### config.mk
export PLATFORM = sky130hd
export DESIGN_NAME = pim_dma_master_flat
export DESIGN_NICKNAME = d
export VERILOG_FILES = /design/src/rtl/pim_dma_master_if.sv /design/src/rtl/pim_dma_master.sv /design/src/flat_wrapper.sv
export SDC_FILE = /design/constraint.sdc
export NUM_CORES = 1
export LEC_CHECK = 0
export BUFFER_PORTS_ARGS = -buffer_cell sky130_fd_sc_hd__buf_2
export CAP_MARGIN = 20
export CORE_ASPECT_RATIO = 0.8
export CORE_UTILIZATION = 25
export CTS_BUF_LIST = sky130_fd_sc_hd__clkbuf_8
export CTS_CLUSTER_DIAMETER = 150
export CTS_CLUSTER_SIZE = 40
export DETAILED_ROUTE_END_ITERATION = 10
export PLACE_DENSITY_LB_ADDON = 0.15
export SLEW_MARGIN = 20
export SYNTH_ARGS = -nofsm -noshare
export SYNTH_HDL_FRONTEND = slang
export SYNTH_SLANG_ARGS = --single-unit
### constraint.sdc
create_clock -name i_clk -period 3.6 [get_ports i_clk]
set_input_delay 0.72 -clock i_clk [delete_from_list [all_inputs] [get_ports i_clk]]
set_output_delay 0.72 -clock i_clk [all_outputs]
set_load 0.01 [all_outputs]
### src/rtl/pim_dma_master_if.sv
// ---------------------------------------------------------------------------
// pim_dma_master_if
//   Bus bundle between the PIM DMA master and the PIM buffer / PIM arbiter.
//   Handshake : o_req (request), i_gnt (grant)
//   Port 0    : read side (PIM buffer)  o_addr_0, o_read_0, o_write_0, o_size_0,
//               o_din_0, i_dout_0
//   Port 1    : write side (PIM array)  o_addr_1, o_read_1, o_write_1, o_size_1,
//               o_din_1
//   Signal names keep the master's point of view (o_* driven by master).
// ---------------------------------------------------------------------------
interface pim_dma_master_if;
    logic        o_req;
    logic        i_gnt;

    logic [31:0] o_addr_0;
    logic        o_read_0;
    logic        o_write_0;
    logic [3:0]  o_size_0;
    logic [31:0] o_din_0;
    logic [31:0] i_dout_0;

    logic [31:0] o_addr_1;
    logic        o_read_1;
    logic        o_write_1;
    logic [3:0]  o_size_1;
    logic [31:0] o_din_1;

    modport master (
        output o_req,
        input  i_gnt,
        output o_addr_0, o_read_0, o_write_0, o_size_0, o_din_0,
        input  i_dout_0,
        output o_addr_1, o_read_1, o_write_1, o_size_1, o_din_1
    );

    modport slave (
        input  o_req,
        output i_gnt,
        input  o_addr_0, o_read_0, o_write_0, o_size_0, o_din_0,
        output i_dout_0,
        input  o_addr_1, o_read_1, o_write_1, o_size_1, o_din_1
    );
endinterface

### src/rtl/pim_dma_master.sv
// ---------------------------------------------------------------------------
// pim_dma_master
//   Copies i_len 32-bit words from the PIM buffer (port 0, reads) to the PIM
//   array (port 1, writes) under a request/grant bus handshake.
//
//   Ports
//     i_clk, i_rst_n        clock, asynchronous active-low reset
//     i_start               one-cycle launch, honoured only when idle
//     i_src_addr/i_dst_addr word-aligned source (0x2xxx_xxxx) / dest (0x4xxx_xxxx)
//     i_len                 length in words (0 completes immediately)
//     o_busy                high in every state except idle
//     o_done / o_err        one-cycle completion pulse / address-check error
//     bus                   pim_dma_master_if.master (handshake + both ports)
//
//   Build option
//     DMA_PIPE_EN  defined   : write n and read n+1 share a granted cycle
//                              (1 word/cycle, L+1 granted cycles).
//                  undefined : reads and writes alternate (2L granted cycles).
// ---------------------------------------------------------------------------
module pim_dma_master (
    input  logic             i_clk,
    input  logic             i_rst_n,
    input  logic             i_start,
    input  logic [31:0]      i_src_addr,
    input  logic [31:0]      i_dst_addr,
    input  logic [15:0]      i_len,
    output logic             o_busy,
    output logic             o_done,
    output logic             o_err,
    pim_dma_master_if.master bus
);

    typedef enum logic [2:0] {StIdle, StReq, StXfer, StDrain, StDone} state_e;

    state_e      state_q, state_d;
    logic [31:0] src_q, src_d;
    logic [31:0] dst_q, dst_d;
    logic [15:0] len_q, len_d;
    logic [15:0] rd_cnt_q, rd_cnt_d;   // reads issued
    logic [15:0] wr_cnt_q, wr_cnt_d;   // writes completed
    logic [31:0] hold_q, hold_d;       // last read word, survives grant gaps
    logic        rd_just_q;            // a read was accepted in the previous cycle
    logic        err_q, err_d;

    logic        rd_en;
    logic        wr_en;
    logic        bad_addr;
    logic        have_word;
    logic        rd_last;

    assign bad_addr  = (i_src_addr[31:28] != 4'h2) || (i_dst_addr[31:28] != 4'h4) ||
                       (|i_src_addr[1:0]) || (|i_dst_addr[1:0]);
    // One word read but not yet written.
    assign have_word = (rd_cnt_q != wr_cnt_q);
    assign rd_last   = ((rd_cnt_q + 16'd1) == len_q);

    always_comb begin
        state_d  = state_q;
        src_d    = src_q;
        dst_d    = dst_q;
        len_d    = len_q;
        rd_cnt_d = rd_cnt_q;
        wr_cnt_d = wr_cnt_q;
        err_d    = err_q;
        rd_en    = 1'b0;
        wr_en    = 1'b0;

        unique case (state_q)
            StIdle: begin
                if (i_start) begin
                    src_d    = i_src_addr;
                    dst_d    = i_dst_addr;
                    len_d    = i_len;
                    rd_cnt_d = 16'd0;
                    wr_cnt_d = 16'd0;
                    err_d    = bad_addr;
                    if (bad_addr || (i_len == 16'd0)) begin
                        state_d = StDone;
                    end else begin
                        state_d = StReq;
                    end
                end
            end
            StReq: begin
                if (bus.i_gnt) begin
                    state_d = StXfer;
                end
            end
            StXfer: begin
                // Without grant nothing moves: counters and addresses freeze.
                if (bus.i_gnt) begin
`ifdef DMA_PIPE_EN
                    wr_en = have_word;
                    rd_en = 1'b1;
`else
                    wr_en = have_word;
                    rd_en = !have_word;
`endif
                    if (rd_en && rd_last) begin
                        state_d = StDrain;
                    end
                end
            end
            StDrain: begin
                if (bus.i_gnt) begin
                    wr_en   = 1'b1;
                    state_d = StDone;
                end
            end
            StDone: begin
                err_d   = 1'b0;
                state_d = StIdle;
            end
            default: begin
                state_d = StIdle;
            end
        endcase

        if (rd_en) begin
            rd_cnt_d = rd_cnt_q + 16'd1;
        end
        if (wr_en) begin
            wr_cnt_d = wr_cnt_q + 16'd1;
        end
    end

    // Read data arrives the cycle after the accepted read; capture it then.
    assign hold_d = rd_just_q ? bus.i_dout_0 : hold_q;

    always_ff @(posedge i_clk or negedge i_rst_n) begin
        if (!i_rst_n) begin
            state_q   <= StIdle;
            src_q     <= 32'd0;
            dst_q     <= 32'd0;
            len_q     <= 16'd0;
            rd_cnt_q  <= 16'd0;
            wr_cnt_q  <= 16'd0;
            hold_q    <= 32'd0;
            rd_just_q <= 1'b0;
            err_q     <= 1'b0;
        end else begin
            state_q   <= state_d;
            src_q     <= src_d;
            dst_q     <= dst_d;
            len_q     <= len_d;
            rd_cnt_q  <= rd_cnt_d;
            wr_cnt_q  <= wr_cnt_d;
            hold_q    <= hold_d;
            rd_just_q <= rd_en;
            err_q     <= err_d;
        end
    end

    assign o_busy = (state_q != StIdle);
    assign o_done = (state_q == StDone);
    assign o_err  = (state_q == StDone) && err_q;

    assign bus.o_req = (state_q == StReq) || (state_q == StXfer) || (state_q == StDrain);

    // Addresses advance by one word per transfer and wrap modulo 2^32.
    assign bus.o_addr_0  = src_q + {14'd0, rd_cnt_q, 2'b00};
    assign bus.o_read_0  = rd_en;
    assign bus.o_write_0 = 1'b0;
    assign bus.o_size_0  = rd_en ? 4'hF : 4'h0;
    assign bus.o_din_0   = 32'd0;

    // Forward live read data directly after the read, otherwise the held copy.
    assign bus.o_addr_1  = dst_q + {14'd0, wr_cnt_q, 2'b00};
    assign bus.o_read_1  = 1'b0;
    assign bus.o_write_1 = wr_en;
    assign bus.o_size_1  = wr_en ? 4'hF : 4'h0;
    assign bus.o_din_1   = rd_just_q ? bus.i_dout_0 : hold_q;

endmodule
### src/flat_wrapper.sv
// flat-port wrapper written by rule: the top's interface ports become plain ports
module pim_dma_master_flat 
  (i_clk, i_rst_n, i_start, i_src_addr, i_dst_addr, i_len, o_busy, o_done, o_err, bus_o_req, bus_i_gnt, bus_o_addr_0, bus_o_read_0, bus_o_write_0, bus_o_size_0, bus_o_din_0, bus_i_dout_0, bus_o_addr_1, bus_o_read_1, bus_o_write_1, bus_o_size_1, bus_o_din_1);
  pim_dma_master_if bus_i ();
  input  logic i_clk;
  input  logic i_rst_n;
  input  logic i_start;
  input  logic [31:0] i_src_addr;
  input  logic [31:0] i_dst_addr;
  input  logic [15:0] i_len;
  output logic o_busy;
  output logic o_done;
  output logic o_err;
  output wire logic [$bits(bus_i.o_req)-1:0] bus_o_req;
  input wire logic [$bits(bus_i.i_gnt)-1:0] bus_i_gnt;
  output wire logic [$bits(bus_i.o_addr_0)-1:0] bus_o_addr_0;
  output wire logic [$bits(bus_i.o_read_0)-1:0] bus_o_read_0;
  output wire logic [$bits(bus_i.o_write_0)-1:0] bus_o_write_0;
  output wire logic [$bits(bus_i.o_size_0)-1:0] bus_o_size_0;
  output wire logic [$bits(bus_i.o_din_0)-1:0] bus_o_din_0;
  input wire logic [$bits(bus_i.i_dout_0)-1:0] bus_i_dout_0;
  output wire logic [$bits(bus_i.o_addr_1)-1:0] bus_o_addr_1;
  output wire logic [$bits(bus_i.o_read_1)-1:0] bus_o_read_1;
  output wire logic [$bits(bus_i.o_write_1)-1:0] bus_o_write_1;
  output wire logic [$bits(bus_i.o_size_1)-1:0] bus_o_size_1;
  output wire logic [$bits(bus_i.o_din_1)-1:0] bus_o_din_1;
  assign bus_o_req = bus_i.o_req;
  assign bus_i.i_gnt = bus_i_gnt;
  assign bus_o_addr_0 = bus_i.o_addr_0;
  assign bus_o_read_0 = bus_i.o_read_0;
  assign bus_o_write_0 = bus_i.o_write_0;
  assign bus_o_size_0 = bus_i.o_size_0;
  assign bus_o_din_0 = bus_i.o_din_0;
  assign bus_i.i_dout_0 = bus_i_dout_0;
  assign bus_o_addr_1 = bus_i.o_addr_1;
  assign bus_o_read_1 = bus_i.o_read_1;
  assign bus_o_write_1 = bus_i.o_write_1;
  assign bus_o_size_1 = bus_i.o_size_1;
  assign bus_o_din_1 = bus_i.o_din_1;
  pim_dma_master u_core (.i_clk(i_clk), .i_rst_n(i_rst_n), .i_start(i_start), .i_src_addr(i_src_addr), .i_dst_addr(i_dst_addr), .i_len(i_len), .o_busy(o_busy), .o_done(o_done), .o_err(o_err), .bus(bus_i));
endmodule
==> results.toml, run 1 <==
[outcome]
status = "finished, violations left"
violations = "setup timing"

[sta]
max_freq_mhz = 270
drv_slew = 0
min_period_ns = 3.71
clock-skew-final_ns = 0.0166
hold_viol_final = 0
finalSetupViolCount = 18
layout_setup_ws_ns = -0.107
grt_setup_unrepaired = "true"
tightest_slew_ns = 0.952
period_share_pct = 103
slew-limit-headroom_pct = 36.5

[worst_setup_path]
crit_arrival_ns = 2.99
cp.required_ns = 2.88
crit_path_end_kind = "output port"
slowest_delay_ns = 0.46
cp.buffers_inverters = 3
cp-start-kind = "flip-flop"
critical_path_depth = 10
r2r_cells = 10
worstSetupPathType = "flip-flop to output port"
critPathTopFamily = "compound AO/OA/AOI/OAI gates"
crit_slowest_cell = "a311o_2"
timing.critical_path.fanout_max = 7
crit_path_cell_trace = "ha_4 > a211oi_2 > nor2_2 > o31a_1 > a311o_2 > a31oi_4 > buf_12 > buf_4 > xnor2_2 > buf_2"

[cts]
path_clk_slew_ns = 0.11
ctsHoldBuffers = 0
clock_path_buffers = 2
clock_sinks = 149
cts_tree = "yes"
cts-root-buf = "clkbuf_8"
cts_buffers = 17
clock_latency_ns = 0.49
htreeDepth = 4

[cells_and_area]
seq_area_um2 = 3730
mostFrequentLayoutCell = "nand2_1"
drive_gt1_share_pct = 33.1
layout.nets = 1467
final_cell_mix = "283 x nand2_1, 223 x buf_2, 145 x dfrtp_1"
syn_to_final_growth_pct = 30.6
multiInputGateArea_um2 = 5660
utilization_pct = 33.5
final_cells = 1809
fill_cells = 3892

[placed_design]
portBuffers = 225
hpwl_mm = 21.4
dp.cells = 1744
routabilityCongestion = 0.810

[floorplanning]
dieArea_um2 = 38000
die_y_um = 175
start_util_pct = 25.6
rows = 62
core-area_um2 = 36300
die_x_um = 218
ios = 260

[pwr]
ir_drop_mv = 0.208
p_leak_nw = 6.10
p_per_area_nw_per_um2 = 361

[hold_path]
hold_path_class = "input pin to asynchronous set/reset pin"

[yosys]
synth_seq_area_share_pct = 40.1
synth_area_um2 = 9310
synthTopCellsByArea = "dfrtp_1 40%, nand2_1 11%, xnor2_1 6.1%"
synth_xor_area_share_pct = 8.28
synthSimpleGateAreaFrac_pct = 22.9
ys_ff_latch = 149
synth_top_family_by_area = "simple AND/OR/NAND/NOR gates"
synth_compound_area_share_pct = 12.3
dominantRegCellSynth = "dfrtp_1"
syn_inst = 1072
async_flop_share_pct = 100
muxShareOfSynthArea_pct = 4.52
yosysWarnings = 0
netlist.area_leader.share_pct = 40.1
synth.distinct_cells = 75
synth-adder-area-share_pct = 5.00
synth_top_cell_by_area = "dfrtp_1"
synth_edf_count = 0
post_synth.cell_area_avg_um2 = 8.68

[grt]
grt_max_degree = 63
antenna_found_initial = 3
grt_pass1_vias = 8196
grt_usage_pct = 15.8
grt_overflow = 0
grt_pass1_wl_mm = 46.4

[route]
avgRoutedWirePerCell_um = 16.4
drt_iter0_markers = 366
drc = 0
vias = 8148
drtAntennaViolNets = 0
firstDrtPassIters = 5
drt-vias-per-instance = 4.50
drt-total-wl_mm = 29.6

[run]
maxCapViolations = 0
worst reg2reg max path: cells and delay by family (launching register included):
| family | cells | cell delay, ns |
|---|---|---|
| simple gates | 4 | 0.99 |
| compound gates | 2 | 0.28 |
| xor+xnor | 1 | 0.22 |
| flops | 1 | 0.45 |
| buf+inv | 3 | 0.56 |
through the flow:
stage / cell area, um2 / total power, W / hold WS (ns) / setup TNS (ns) / setup WS, ns
finish: 12200 / 0.00438 / 0.189 / -0.804 / -0.107
global route: 12100 / 0.00466 / 0.207 / -5.32 / -0.252
CTS: 11800 / 0.00444 / 0.190 / -2.16 / -0.158
floorplan: 9430 / 0.00259 / 0.424 / 0 / 0.583
global placement: 10800 / 0.00297 / 0.459 / 0 / 0.240
detailed placement: 10800 / 0.00298 / 0.462 / 0 / 0.158
logic make-up (layout without fill, tap and decap cells):
logic type | after synthesis | after routing
DFF | 149 | 149
and+or+nand+nor | 472 | 472
AOI/OAI and AO/OA | 173 | 174
buffers and inverters | 115 | 337
xor gates and xnor gates | 88 | 88
other | 1 | 35
muxes | 38 | 38
adders and majority gates | 36 | 36
power by group:
| group | internal, W | switching (W) |
|---|---|---|
| Sequential | 0.00185 | 0.000153 |
| Combinational | 0.000437 | 0.000556 |
| Clock | 0.000532 | 0.000851 |
layer usage:
layer	global-route usage, %	share of wire [%]	up-vias
met5	0	0.074	-
met4	3.14	0.73	4
met3	4.75	5.4	17
met2	23.9	44	153
met1	22.0	49	3894
li1	-	-	4080
synth_stat cells (12+ instances only):
master	number
mux2_2	32
a21oi_1	27
nor3_1	16
xor2_1	23
nand4_1	12
buf_4	47
clkbuf_1	25
nand2_1	284
dfrtp_1	149
nand3_1	34
a21o_1	13
nor2_1	47
xnor2_1	65
inv_1	20
o31ai_1	13
ha_1	34
o21ai_0	55
and3_1	23
layout make-up:
class                           count  area share, %
Inverter                           21          0.680
Tap cell                          480           4.94
Antenna cell                        1         0.0206
Sequential cell                   149           30.7
Multi-Input combinational cell    842           46.6
Clock inverter                     15           1.46
Timing Repair Buffer              284           13.7
Clock buffer                       17           1.93
state kept, by name (all words and copies together) (netlist names):
signal and flops:
u_core.err_q 1, u_core.hold_q 32, u_core.state_q 3, u_core.wr_cnt_q 16, u_core.dst_q 32, u_core.rd_cnt_q 16
u_core.src_q 32, u_core.rd_just_q 1, u_core.len_q 16
worst paths after layout:
path,end,slack [ns],startpoint
worst max-delay path,bus_o_addr_1[19],-0.11,u_core.dst_q[3]
worst min-delay path,u_core.src_q[0],0.19,i_rst_n
worst max register to register,u_core.rd_cnt_q[13],0.98,u_core.wr_cnt_q[1]
worst min register to register,u_core.dst_q[0],0.48,u_core.dst_q[0]
max in group asynchronous,u_core.src_q[12],2.51,i_rst_n
min in group i_clk,u_core.dst_q[18],0.40,i_dst_addr[18]
repair_timing:
| action | in CTS | in global routing |
|---|---|---|
| buffers inserted | 18 | 14 |
| resized for setup | 66 | 50 |
| hold endpoints to repair | 0 | 0 |
| setup endpoints to repair | 36 | 43 |
| pin swaps | 39 | 51 |
| gates cloned | 1 | 0 |
Power figures use the tool's default switching activity.
==> run 2, diff against run 1 <==
- CORE_ASPECT_RATIO: 0.8 -> 0.75
==> run 2 against run 1 <==
The run still ends with setup timing left. Non-clock buffer count down 5. Register-to-register slack got worse by 0.10 ns. Sequential power is essentially flat. Clock skew increased by 0.0012 ns. Clock power barely moved. Wire length is 1.4% higher. Power rose by 0.12%. Hold slack got worse by 0.013 ns. Final area fell by 0.15%. Critical path depth stayed put. Fmax up 0.79%. Combinational power is essentially flat. Critical path type unchanged. Critical endpoint is now bus_o_addr_1[29].
==> results.toml, run 2 (synthesis gave the netlist of run 1 again) <==
[cells_and_area]
layout.nets = 1462
drive_gt1_share_pct = 33.2
fin_area_um2 = 12100
utilization_pct = 33.5
fill_cells = 3824
syn_to_final_growth_pct = 30.4
largestRegisters = "u_core.dst_q: 32 flops, u_core.hold_q: 32 flops, u_core.src_q: 32 flops"
mostFrequentLayoutCell = "nand2_1"
final_cells = 1822
final_cell_mix = "283 x nand2_1, 224 x buf_2, 144 x dfrtp_1"

[cts]
clock_latency_ns = 0.50
clock_sinks = 149
cts_tree = "yes"
cts_buffers = 17
ctsHoldBuffers = 0
cts-root-buf = "clkbuf_8"
clock_path_buffers = 2
htreeDepth = 4
path_clk_slew_ns = 0.11

[pwr]
p_leak_nw = 6.03
p_per_area_nw_per_um2 = 362
ir_drop_mv = 0.212
switching_share_pct = 35.6
p_seq_share_pct = 45.8
combPwrFrac_pct = 22.9
p_int_w = 0.00283
p_switching_w = 0.00156
clkPwrFrac_pct = 31.4

[route]
drt_iter0_markers = 406
firstDrtPassIters = 5
drt-total-wl_mm = 30.1
vias = 8222
avgRoutedWirePerCell_um = 16.5
drc = 0
drtAntennaViolNets = 0
drt-vias-per-instance = 4.51

[floorplanning]
die_y_um = 169
dieArea_um2 = 38000
core-area_um2 = 36300
start_util_pct = 25.7
die_x_um = 225
ios = 260
rows = 60

[placed_design]
place_area_um2 = 10800
routabilityCongestion = 0.790
dp.cells = 1754
portBuffers = 225
hpwl_mm = 21.7
pre_cts_slack_ns = 0.150

[grt]
grt_pass1_wl_mm = 47.2
grt_usage_pct = 16.1
grt_max_degree = 66
grt_overflow = 0
antenna_found_initial = 5
grt_pass1_vias = 8302

[worst_setup_path]
crit_path_end_kind = "output port"
timing.critical_path.fanout_max = 7
cp-start-kind = "flip-flop"
cp.buffers_inverters = 2
crit_arrival_ns = 2.96
critPathTopFamily = "compound AO/OA/AOI/OAI gates"
crit_slowest_cell = "a311o_2"
cp.required_ns = 2.88
slowest_delay_ns = 0.46
crit_path_cell_trace = "ha_4 > o21ai_1 > nor2_2 > o31a_1 > a311o_2 > a31oi_4 > buf_12 > nor3_4 > xor2_1 > buf_2"
worstSetupPathType = "flip-flop to output port"

[sta]
max_freq_mhz = 272
grt_setup_unrepaired = "true"
drv_slew = 0
finalSetupViolCount = 15
slew-limit-headroom_pct = 38.9
tightest_slew_ns = 0.916
clock-skew-final_ns = 0.0178
period_share_pct = 102
finalSetupTns_ns = -0.714
min_period_ns = 3.68
layout_setup_ws_ns = -0.0777
hold_viol_final = 0

[hold_path]
hold_path_class = "input pin to asynchronous set/reset pin"

[outcome]
status = "finished, violations left"
violations = "setup timing"

[run]
maxCapViolations = 0
run 2: changes by cell type in the layout (fill, tap and decap cells not counted), sizes merged:
| cell | previous run | this run |
|---|---|---|
| inv | 28 | 29 |
| buf | 284 | 279 |
| diode | 1 | 3 |
| clkinv | 6 | 5 |
run 2: final timing paths:
kind                       depth (start not counted)          startpoint           endpoint  slack [ns]
max                                               10  u_core.wr_cnt_q[2]   bus_o_addr_1[29]       -0.08
min                                                1             i_rst_n    u_core.src_q[0]        0.18
max reg2reg                                       11  u_core.rd_cnt_q[0]  u_core.state_q[0]        0.88
min reg2reg                                        2     u_core.src_q[1]    u_core.src_q[1]        0.49
max in group asynchronous                          2             i_rst_n  u_core.hold_q[13]        2.58
min in group i_clk                                 3       i_dst_addr[7]    u_core.dst_q[7]        0.40
run 2: area by class of cell:
| class | count | area, um2 | share of cell area [%] |
|---|---|---|---|
| multi-input combinational | 842 | 5680 | 46.8 |
| clock inverter | 15 | 175 | 1.44 |
| inverter | 21 | 85.1 | 0.701 |
| tap | 496 | 621 | 5.11 |
| timing repair buffer | 279 | 1600 | 13.2 |
| clock buffer | 17 | 234 | 1.93 |
| sequential | 149 | 3730 | 30.8 |
| antenna | 3 | 7.51 | 0.0619 |
run 2: repair_timing:
item	CTS	global route
pin swaps	47	39
buffers inserted	22	10
cloned	1	0
resized for setup	81	35
endpoints found under the setup margin	41	46
run 2: power by group through the flow:
| stage | clock, W | combinational [W] | sequential [W] |
|---|---|---|---|
| finish | 0.00138 | 0.00100 | 0.00201 |
| CTS | 0.00144 | 0.000998 | 0.00200 |
| detailed placement | 0 | 0.000959 | 0.00203 |
| global placement | 0 | 0.000956 | 0.00203 |
| floorplan | 0 | 0.000618 | 0.00197 |
| global route | 0.00150 | 0.00112 | 0.00204 |
run 2: through the flow:
stage                     hold slack (ns)  power, W
final                               0.176   0.00439
after global routing                0.198   0.00466
after CTS                           0.182   0.00444
after detailed placement            0.465   0.00298
after global placement              0.462   0.00298
after floorplan                     0.424   0.00259
run 2: per-layer routing:
metal	global-route usage [%]	share of wire [%]	wire length, um
met5	0	0.10	30
met3	4.79	5.8	1730
met1	22.0	49	14600
met4	4.14	0.89	268
met2	24.6	45	13400
run 2: worst register-to-register path: stages, from the launching register on:
cell     delay (ns)
dfrtp_1        0.37
buf_4          0.11
buf_4          0.09
buf_4          0.15
ha_1           0.27
nand3_1        0.23
nor2_1         0.39
nand3_1        0.20
xnor2_1        0.16
nor4_1         0.33
nand4_1        0.13
o21ai_1        0.20
